<file path="config.mk">
export PLATFORM = sky130hd
export DESIGN_NAME = mem_port_arbiter
export DESIGN_NICKNAME = d
export VERILOG_FILES = /design/src/rtl/mem_port_arbiter_pkg.sv /design/src/rtl/mem_port_arbiter_lane_align.sv /design/src/rtl/mem_port_arbiter.sv
export SDC_FILE = /design/constraint.sdc
export NUM_CORES = 1
export LEC_CHECK = 0
export ABC_CLOCK_PERIOD_IN_PS = 10260
export BUFFER_PORTS_ARGS = -buffer_cell sky130_fd_sc_hd__buf_2
export CORE_MARGIN = 8
export CORE_UTILIZATION = 45
export DETAILED_ROUTE_END_ITERATION = 16
export PLACE_DENSITY = 0.72
export RECOVER_POWER = 25
export SLEW_MARGIN = 20
export SYNTH_ARGS = -nofsm -noshare
export SYNTH_HDL_FRONTEND = slang
export SYNTH_SLANG_ARGS = --single-unit
export TNS_END_PERCENT = 20
</file>
<file path="constraint.sdc">
create_clock -name clock -period 10.26 [get_ports clock]
set_clock_uncertainty 0.15 [all_clocks]
set_input_delay 2.052 -clock clock [delete_from_list [all_inputs] [get_ports clock]]
set_output_delay 2.052 -clock clock [all_outputs]
set_load 0.03 [all_outputs]
</file>
<file path="src/rtl/mem_port_arbiter_pkg.sv">
// Shared definitions for the instruction/data memory port arbiter:
// RV funct3 access sizes, FSM states and default MMIO addresses.
package mem_port_arbiter_pkg;

  localparam logic [2:0] F3_LB  = 3'b000;
  localparam logic [2:0] F3_LH  = 3'b001;
  localparam logic [2:0] F3_LW  = 3'b010;
  localparam logic [2:0] F3_LBU = 3'b100;
  localparam logic [2:0] F3_LHU = 3'b101;
  localparam logic [2:0] F3_SB  = 3'b000;
  localparam logic [2:0] F3_SH  = 3'b001;
  localparam logic [2:0] F3_SW  = 3'b010;

  localparam logic [31:0] DEF_UART_ADDR      = 32'h0000_fff0;
  localparam logic [31:0] DEF_UART_FLAG_ADDR = 32'h0000_fff1;
  localparam logic [31:0] DEF_COUNTER_ADDR   = 32'h0000_fff4;

  typedef enum logic [1:0] {
    ST_IDLE = 2'd0,
    ST_MEM  = 2'd1,
    ST_RESP = 2'd2
  } state_t;

endpackage

</file>
<file path="src/rtl/mem_port_arbiter_lane_align.sv">
// Byte-lane steering: store byte enables / lane replication and
// load byte/half extraction with sign or zero extension.
module mem_lane_align
  import mem_port_arbiter_pkg::*;
(
  input  logic [2:0]  st_size,
  input  logic [1:0]  st_off,
  input  logic [31:0] st_wdata,
  output logic [3:0]  st_be,
  output logic [31:0] st_lanes,
  input  logic [2:0]  ld_size,
  input  logic [1:0]  ld_off,
  input  logic [31:0] ld_word,
  output logic [31:0] ld_data
);

  logic [31:0] shifted_s;

  // Store side: enables follow the offset, data is replicated to every lane.
  always_comb begin
    st_be    = 4'h0;
    st_lanes = 32'h0000_0000;
    case (st_size[1:0])
      2'b00: begin
        st_be    = 4'b0001 << st_off;
        st_lanes = {4{st_wdata[7:0]}};
      end
      2'b01: begin
        st_be    = 4'b0011 << st_off;
        st_lanes = {2{st_wdata[15:0]}};
      end
      2'b10: begin
        st_be    = 4'hf;
        st_lanes = st_wdata;
      end
      default: begin
        st_be    = 4'h0;
        st_lanes = 32'h0000_0000;
      end
    endcase
  end

  // Load side: bring the addressed lane down to bit 0, then extend.
  always_comb begin
    shifted_s = ld_word >> {ld_off, 3'b000};
    ld_data   = 32'h0000_0000;
    case (ld_size)
      F3_LB:   ld_data = {{24{shifted_s[7]}}, shifted_s[7:0]};
      F3_LH:   ld_data = {{16{shifted_s[15]}}, shifted_s[15:0]};
      F3_LW:   ld_data = ld_word;
      F3_LBU:  ld_data = {24'h00_0000, shifted_s[7:0]};
      F3_LHU:  ld_data = {16'h0000, shifted_s[15:0]};
      default: ld_data = 32'h0000_0000;
    endcase
  end

endmodule

</file>
<file path="src/rtl/mem_port_arbiter.sv">
// Arbitrates instruction-fetch and data ports onto one memory port, decoding
// misaligned/illegal accesses and a small MMIO block (UART, flag, counter).
module mem_port_arbiter
  import mem_port_arbiter_pkg::*;
#(
  parameter logic [31:0] UART_ADDR      = DEF_UART_ADDR,
  parameter logic [31:0] UART_FLAG_ADDR = DEF_UART_FLAG_ADDR,
  parameter logic [31:0] COUNTER_ADDR   = DEF_COUNTER_ADDR
) (
  input  logic        clock,
  input  logic        reset,
  input  logic        if_req,
  input  logic [31:0] if_addr,
  output logic        if_gnt,
  output logic        if_rvalid,
  output logic [31:0] if_rdata,
  output logic        if_err,
  input  logic        d_req,
  input  logic        d_we,
  input  logic [2:0]  d_size,
  input  logic [31:0] d_addr,
  input  logic [31:0] d_wdata,
  output logic        d_gnt,
  output logic        d_rvalid,
  output logic [31:0] d_rdata,
  output logic        d_err,
  output logic        m_req,
  output logic        m_we,
  output logic [31:0] m_addr,
  output logic [3:0]  m_be,
  output logic [31:0] m_wdata,
  input  logic        m_ack,
  input  logic [31:0] m_rdata,
  output logic [8:0]  uart_out
);

  state_t      state_r, state_s;
  logic [31:0] counter_r;
  logic [2:0]  size_r;
  logic [1:0]  addr_lo_r;
  logic        we_r, src_d_r;
  logic        m_req_r, m_we_r;
  logic [31:0] m_addr_r, m_wdata_r;
  logic [3:0]  m_be_r;
  logic        if_rvalid_r, d_rvalid_r, if_err_r, d_err_r;
  logic [31:0] if_rdata_r, d_rdata_r;
  logic [8:0]  uart_out_r;

  logic [31:0] req_addr_s, mmio_data_s, st_lanes_s, ld_data_s;
  logic [2:0]  req_size_s;
  logic [3:0]  st_be_s;
  logic        req_we_s, misalign_s, illegal_s, err_s, mmio_s, uart_strobe_s, acc_s;

  mem_lane_align u_align (
    .st_size  (d_size),
    .st_off   (d_addr[1:0]),
    .st_wdata (d_wdata),
    .st_be    (st_be_s),
    .st_lanes (st_lanes_s),
    .ld_size  (size_r),
    .ld_off   (addr_lo_r),
    .ld_word  (m_rdata),
    .ld_data  (ld_data_s)
  );

  // Request decode: the data port has priority; fetches are always words.
  always_comb begin
    if (d_req) begin
      req_addr_s = d_addr;
      req_size_s = d_size;
      req_we_s   = d_we;
      illegal_s  = d_we ? (d_size[2] || (d_size[1:0] == 2'b11))
                        : ((d_size[1:0] == 2'b11) || (d_size[2:1] == 2'b11));
    end else begin
      req_addr_s = if_addr;
      req_size_s = F3_LW;
      req_we_s   = 1'b0;
      illegal_s  = 1'b0;
    end
    case (req_size_s[1:0])
      2'b01:   misalign_s = req_addr_s[0];
      2'b10:   misalign_s = (req_addr_s[1:0] != 2'b00);
      default: misalign_s = 1'b0;
    endcase
    err_s  = misalign_s || illegal_s;
    mmio_s = d_req && !err_s &&
             ((req_addr_s[31:2] == UART_ADDR[31:2]) ||
              (req_addr_s[31:2] == UART_FLAG_ADDR[31:2]) ||
              (req_addr_s[31:2] == COUNTER_ADDR[31:2]));
    uart_strobe_s = mmio_s && req_we_s && (req_addr_s == UART_ADDR);
    if (mmio_s && !req_we_s && (req_addr_s == UART_FLAG_ADDR) && (req_size_s[1:0] == 2'b00)) begin
      mmio_data_s = 32'h0000_0001;
    end else if (mmio_s && !req_we_s && (req_addr_s == COUNTER_ADDR) && (req_size_s == F3_LW)) begin
      mmio_data_s = counter_r;
    end else begin
      mmio_data_s = 32'h0000_0000;
    end
  end

  // Next state and combinational grants.
  always_comb begin
    state_s = state_r;
    acc_s   = 1'b0;
    if_gnt  = 1'b0;
    d_gnt   = 1'b0;
    if (!reset && (state_r == ST_IDLE) && (d_req || if_req)) begin
      acc_s  = 1'b1;
      d_gnt  = d_req;
      if_gnt = !d_req;
    end else begin
      acc_s = 1'b0;
    end
    case (state_r)
      ST_IDLE: begin
        if (acc_s) begin
          state_s = (err_s || mmio_s) ? ST_RESP : ST_MEM;
        end else begin
          state_s = ST_IDLE;
        end
      end
      ST_MEM: begin
        if (m_ack) begin
          state_s = ST_IDLE;
        end else begin
          state_s = ST_MEM;
        end
      end
      ST_RESP: state_s = ST_IDLE;
      default: state_s = ST_IDLE;
    endcase
  end

  // State, counter, captured request and all registered outputs.
  always_ff @(posedge clock) begin
    if (reset) begin
      state_r     <= ST_IDLE;
      counter_r   <= 32'h0000_0000;
      size_r      <= 3'b000;
      addr_lo_r   <= 2'b00;
      we_r        <= 1'b0;
      src_d_r     <= 1'b0;
      m_req_r     <= 1'b0;
      m_we_r      <= 1'b0;
      m_addr_r    <= 32'h0000_0000;
      m_be_r      <= 4'h0;
      m_wdata_r   <= 32'h0000_0000;
      if_rvalid_r <= 1'b0;
      d_rvalid_r  <= 1'b0;
      if_err_r    <= 1'b0;
      d_err_r     <= 1'b0;
      if_rdata_r  <= 32'h0000_0000;
      d_rdata_r   <= 32'h0000_0000;
      uart_out_r  <= 9'h000;
    end else begin
      state_r     <= state_s;
      counter_r   <= counter_r + 32'd1;
      if_rvalid_r <= 1'b0;
      d_rvalid_r  <= 1'b0;
      uart_out_r  <= 9'h000;
      if (acc_s) begin
        size_r    <= req_size_s;
        addr_lo_r <= req_addr_s[1:0];
        we_r      <= req_we_s;
        src_d_r   <= d_req;
        if (state_s == ST_MEM) begin
          m_req_r   <= 1'b1;
          m_we_r    <= req_we_s;
          m_addr_r  <= {req_addr_s[31:2], 2'b00};
          m_be_r    <= d_req ? st_be_s : 4'hf;
          m_wdata_r <= d_req ? st_lanes_s : 32'h0000_0000;
        end else if (d_req) begin
          d_rvalid_r <= 1'b1;
          d_err_r    <= err_s;
          d_rdata_r  <= mmio_data_s;
          uart_out_r <= uart_strobe_s ? {1'b1, d_wdata[7:0]} : 9'h000;
        end else begin
          // Only a misaligned fetch can take the short response path.
          if_rvalid_r <= 1'b1;
          if_err_r    <= 1'b1;
          if_rdata_r  <= 32'h0000_0000;
        end
      end else if ((state_r == ST_MEM) && m_ack) begin
        m_req_r <= 1'b0;
        if (src_d_r) begin
          d_rvalid_r <= 1'b1;
          d_err_r    <= 1'b0;
          d_rdata_r  <= we_r ? 32'h0000_0000 : ld_data_s;
        end else begin
          if_rvalid_r <= 1'b1;
          if_err_r    <= 1'b0;
          if_rdata_r  <= m_rdata;
        end
      end else begin
        m_req_r <= m_req_r;
      end
    end
  end

  assign m_req     = m_req_r;
  assign m_we      = m_we_r;
  assign m_addr    = m_addr_r;
  assign m_be      = m_be_r;
  assign m_wdata   = m_wdata_r;
  assign if_rvalid = if_rvalid_r;
  assign if_err    = if_err_r;
  assign if_rdata  = if_rdata_r;
  assign d_rvalid  = d_rvalid_r;
  assign d_err     = d_err_r;
  assign d_rdata   = d_rdata_r;
  assign uart_out  = uart_out_r;

endmodule
</file>
==> impl_metrics.yaml, run 1 <==
timing:
  max_freq_mhz: 156
  finalHoldViolations: 0
  drv_slew: 87
  setup_slack_ns: 3.85
  maxSlewHeadroom_pct: -31.5
  finalSetupTns_ns: 0
  rsz0062_at_grt: "no"
  setup_viol: 0
  worst_pin_slew_ns: 1.97
  fin_crit_sh_pct: 62.5
  whs_ns: 0.311
  finalCriticalPeriod_ns: 6.41
detailed_routing:
  first_pass_iters: 7
  routed_via_density: 5.90
  vias: 9415
  avgRoutedWirePerCell_um: 20.8
  wl_mm: 33.2
  route.detailed.drc: 0
  drt_iter0_drc: 774
  antenna_left: 0
floorplanning:
  start_util_pct: 46.0
  io_pins: 286
  rows: 51
  core_area_um2: 19500
  fp.dieH_um: 157
  fp.dieArea_um2: 24800
  dieWidth_um: 157
yosys:
  synth_edf_count: 0
  yosysTopAreaCell: "dfxtp_1"
  synth_most_common_cell: "dfxtp_1"
  postSynthAreaPerCell_um2: 8.17
  ys_types: 62
  syn_area_um2: 8990
  yosysSeqAreaShare_pct: 41.4
  async_flop_share_pct: 0
  synth-seq-cells: 186
  ys_warn_count: 0
  netlist_instances: 1100
  synth_common_cells: "dfxtp_1 (186), a21oi_1 (139), nand2_1 (113)"
  ys_top_cells_by_area: "dfxtp_1 (41%), a21oi_1 (7.7%), nand3_1 (4.7%)"
  synth-main-ff-cell: "dfxtp_1"
  yosysTopAreaCellShare_pct: 41.4
cts:
  clk_latency_ns: 0.44
  clock_path_buffers: 2
  cts_tree: "built"
  postCtsSetupBuffers: 0
  cts_buffers: 17
  cts_num_sinks: 186
  cts_resized: 0
  h-tree-depth: 4
  clock-root-buffer: "clkbuf_16"
  cts_hold_buffers: 0
  clkTransAtPathRegs_ns: 0.07
global_route:
  first_global_vias: 9188
  grt_first_pass_wirelength_mm: 51.3
  antenna_found_initial: 7
  grt_start_max_net_pins: 80
  grt_usage_pct: 26.5
  overflow: 0
power_and_ir_drop:
  total_leakage_power_nw: 4.22
  powerDensity_nw_per_um2: 170
  ir_worst_vdd_uv: 119
worst_setup_path:
  rrSetupSlack_ns: 6.70
  path_class: "primary input to primary output"
  critPathLaunchType: "primary input"
  cp.arrival_ns: 4.21
  critical_path_required_ns: 8.06
  worst-path-max-fanout: 42
  endpoint_kind: "primary output"
finish:
  fin_nets: 1458
  utilization_pct: 56.0
  drive_gt1_share_pct: 20.7
  syn_to_final_growth_pct: 21.7
placed_design:
  dp_hpwl_mm: 24.5
  io_buffers: 283
  dp_slack_ns: 4.31
  place_congestion: 0.972
run_status:
  status: "complete, but fails checks"
  violations: "capacitance limit, slew limit"
min_path:
  worstHoldPathType: "flop to flop"
job:
  drv_cap: 2
## where the power goes
group          internal (mW)  leakage, nW  switching (mW)
Clock                  0.409        0.295           0.294
Sequential             0.759         1.51          0.0301
Combinational          0.114         2.42           0.250
Total                   1.28         4.22           0.575
## sequential cells by signal, indices dropped and copies added, names as in the netlist
| name | flops |
|---|---|
| m_req | 1 |
| uart_out | 9 |
| m_be | 4 |
| we_r | 1 |
| m_wdata | 32 |
| m_we | 1 |
| m_addr | 30 |
| d_rvalid | 1 |
| counter_r | 32 |
| if_rvalid | 1 |
| size_r | 3 |
| d_rdata | 32 |
| addr_lo_r | 2 |
| d_err | 1 |
| src_d_r | 1 |
| if_rdata | 32 |
| if_err | 1 |
| state_r | 2 |
## metrics by stage
stage | std cells | area (um2) | total power, mW
2_1_floorplan | 1101 | 8990 | 1.04
3_3_place_gp | 1563 | 10400 | 1.17
3_5_place_dp | 1563 | 10400 | 1.17
4_1_cts | 1592 | 11000 | 1.87
5_1_grt | 1597 | 10900 | 1.92
6_report | 1597 | 10900 | 1.86
## worst paths after layout
kind | startpoint | cells past startpoint | endpoint
setup / recovery | reset | 5 | d_gnt
hold / removal | if_err | 2 | if_err
setup reg to reg | state_r[1] | 7 | d_rdata[0]
hold reg to reg | if_err | 2 | if_err
## placed cells by master, fill, tap and decap left out, types with 10 or more instances in the layout
master | netlist | layout
nand4_1 | 35 | 35
a21oi_1 | 139 | 138
o21ai_0 | 63 | 63
a311oi_1 | 26 | 26
nand3_1 | 85 | 85
nor2b_1 | 12 | 11
buf_4 | 5 | 10
mux2i_1 | 32 | 32
inv_1 | 23 | 23
a211oi_1 | 33 | 33
dfxtp_1 | 186 | 186
nor3_1 | 30 | 30
xor2_1 | 18 | 18
buf_2 | 24 | 204
nand2_1 | 113 | 112
clkbuf_16 | 0 | 17
nor2_1 | 70 | 69
clkbuf_1 | 56 | 80
## area by class of cell
| cell class | instances | area (um2) |
|---|---|---|
| repair buffers | 294 | 1400 |
| diodes | 5 | 12.5 |
| multi-input cells | 793 | 4770 |
| well taps | 265 | 332 |
| clock inverters | 12 | 190 |
| clock buffers | 17 | 425 |
| flip-flops and latches | 186 | 3720 |
| inverters | 25 | 93.8 |
| fillers | 1872 | 8590 |
## per-layer routing
layer	global-route usage, %	up-vias	routed length (um)
met1	32.2	4380	13200
met5	0	-	23
li1	-	4430	-
met2	42.7	512	15300
met4	11.0	4	1170
met3	8.31	89	3610
## kinds of logic after synthesis
kind of cell	share of synthesized area, %
muxes	5.73
xor gates and xnor gates	2.44
AOI/OAI and AO/OA	22.6
adders and majority gates	0.557
DFF	41.4
other	0.0417
buffers and inverters	5.72
and+or+nand+nor	21.5
## critical path, stage by stage
cell and delay, ns:
clkbuf_1 1.38, nor3_2 0.18, nand2_1 0.22, inv_1 0.14, buf_2 0.21
Note: power is estimated with default switching activity, not from simulation.
==> run 2: changes to the inputs <==
--- a/config.mk
+++ b/config.mk
@@ -5,12 +5,12 @@
 export SDC_FILE = /design/constraint.sdc
 export NUM_CORES = 1
 export LEC_CHECK = 0
-export ABC_CLOCK_PERIOD_IN_PS = 10260
+export ABC_CLOCK_PERIOD_IN_PS = 5450
 export BUFFER_PORTS_ARGS = -buffer_cell sky130_fd_sc_hd__buf_2
 export CORE_MARGIN = 8
 export CORE_UTILIZATION = 45
 export DETAILED_ROUTE_END_ITERATION = 16
-export PLACE_DENSITY = 0.72
+export PLACE_DENSITY = 0.75
 export RECOVER_POWER = 25
 export SLEW_MARGIN = 20
 export SYNTH_ARGS = -nofsm -noshare
==> constraint.sdc (replaced) <==
create_clock -name clock -period 5.45 [get_ports clock]
set_clock_uncertainty 0.15 [all_clocks]
set_input_delay 1.09 -clock clock [delete_from_list [all_inputs] [get_ports clock]]
set_output_delay 1.09 -clock clock [all_outputs]
set_load 0.03 [all_outputs]
==> impl_metrics.yaml, run 2 (same netlist as run 1, synthesis figures left out) <==
worst_setup_path:
  path_class: "primary input to flop"
  critical_path_required_ns: 5.56
  cpPeakStageDelay_ns: 0.75
  endpoint_kind: "flop"
  worstPathCellList: "buf_2 > buf_4 > nand4_1 > a22oi_1 > nand4_1 > a21oi_2 > a311oi_1"
  crit_family: "compound AO/OA/AOI/OAI gates"
  critPathBufInv: 2
  worst-path-max-fanout: 46
  rrSetupSlack_ns: 2.49
  worst_path_max_delay_cell: "a21oi_2"
  crit_top_cell: "nand4_1"
  critPathLaunchType: "primary input"
  cp.arrival_ns: 4.23
detailed_routing:
  vias: 9384
  antenna_left: 0
  route.detailed.drc: 0
  avgRoutedWirePerCell_um: 20.4
  drt_iter0_drc: 917
  routed_via_density: 5.86
  wl_mm: 32.6
  first_pass_iters: 6
floorplanning:
  io_pins: 286
  fp.dieH_um: 157
  start_util_pct: 46.0
  rows: 51
  fp.dieArea_um2: 24800
  dieWidth_um: 157
  core_area_um2: 19500
timing:
  fin_crit_sh_pct: 75.6
  finalSetupTns_ns: 0
  whs_ns: 0.308
  finalCriticalPeriod_ns: 4.12
  setup_slack_ns: 1.33
  maxSlewHeadroom_pct: 36.0
  setup_viol: 0
  drv_slew: 0
  max_freq_mhz: 243
  worst_pin_slew_ns: 0.958
  rsz0062_at_grt: "no"
  finalHoldViolations: 0
finish:
  final_cell_mix: "buf_2 (229), dfxtp_1 (186), a21oi_1 (138), nand2_1 (112), nand3_1 (85)"
  syn_to_final_growth_pct: 22.3
  utilization_pct: 56.3
  fillers: 1847
  design_area_um2: 11000
  final_common_cell: "buf_2"
  fin_nets: 1462
  drive_gt1_share_pct: 23.1
  instances_no_fill: 1602
min_path:
  worstHoldPathType: "flop to flop"
placed_design:
  dp_slack_ns: 1.02
  post_dp_cell_area_um2: 10400
  place_inst: 1567
  place_congestion: 0.947
  io_buffers: 283
  dp_hpwl_mm: 24.5
global_route:
  grt_first_pass_wirelength_mm: 50.0
  grt_usage_pct: 25.7
  overflow: 0
  antenna_found_initial: 4
  grt_start_max_net_pins: 64
  first_global_vias: 9054
cts:
  cts_hold_buffers: 0
  clk_latency_ns: 0.43
  cts_num_sinks: 186
  cts_buffers: 17
  cts_resized: 0
  h-tree-depth: 4
  cts_tree: "built"
  clock-root-buffer: "clkbuf_16"
  clkTransAtPathRegs_ns: 0.08
  postCtsSetupBuffers: 0
  clock_path_buffers: 2
power_and_ir_drop:
  p_total_mw: 3.44
  comb_power_share_pct: 20.0
  power.share.clock_pct: 36.7
  powerDensity_nw_per_um2: 313
  total_leakage_power_nw: 4.36
  p_sw_mw: 1.13
  power.internal_mw: 2.31
  swShare_pct: 32.8
  p_seq_share_pct: 43.4
  ir_worst_vdd_uv: 259
run_status:
  status: "completed"
job:
  drv_cap: 0
## run 2: cell count changes in the layout (fill, tap and decap cells not counted)
cell	change
inv_8	+3
diode_2	-2
clkinv_2	+1
clkinv_8	+3
buf_2	+25
clkinv_4	+1
nor2b_1	+1
inv_6	-1
buf_4	+6
clkbuf_1	-27
clkinvlp_4	-1
bufinv_16	-3
nor2b_2	-1
## run 2: final timing paths
path	start	end	depth (start not counted)
setup reg to reg	addr_lo_r[0]	d_rdata[22]	5
setup / recovery	d_req	d_rdata[22]	7
hold / removal	if_err	if_err	2
hold reg to reg	if_err	if_err	2
## run 2: tightest hold or removal path, cell delays in order (launching register included)
cell,delay [ns]
dfxtp_1,0.31
inv_1,0.05
a211oi_1,0.05
## run 2: layout make-up
class	instances	area, um2	share of cell area (%)
timing repair buffer	298	1470	13.3
clock buffer	17	425	3.87
inverter	25	93.8	0.854
tap	265	332	3.02
antenna	3	7.51	0.0683
multi-input combinational	793	4760	43.3
clock inverter	15	180	1.64
sequential	186	3720	33.9
## run 2: power groups by stage
stage	Sequential (mW)	Clock, mW	Combinational [mW]
2_1_floorplan	1.62	0	0.340
3_3_place_gp	1.52	0	0.674
3_5_place_dp	1.52	0	0.683
4_1_cts	1.49	1.28	0.684
5_1_grt	1.50	1.34	0.736
6_report	1.49	1.26	0.686
## run 2: layer usage
| metal | global-route usage, % | vias to the layer above | wire (um) |
|---|---|---|---|
| li1 | - | 4440 | - |
| met1 | 32.2 | 4409 | 13400 |
| met2 | 40.2 | 457 | 14700 |
| met3 | 8.06 | 76 | 3410 |
| met4 | 11.1 | 2 | 1210 |
| met5 | 0 | - | 13 |
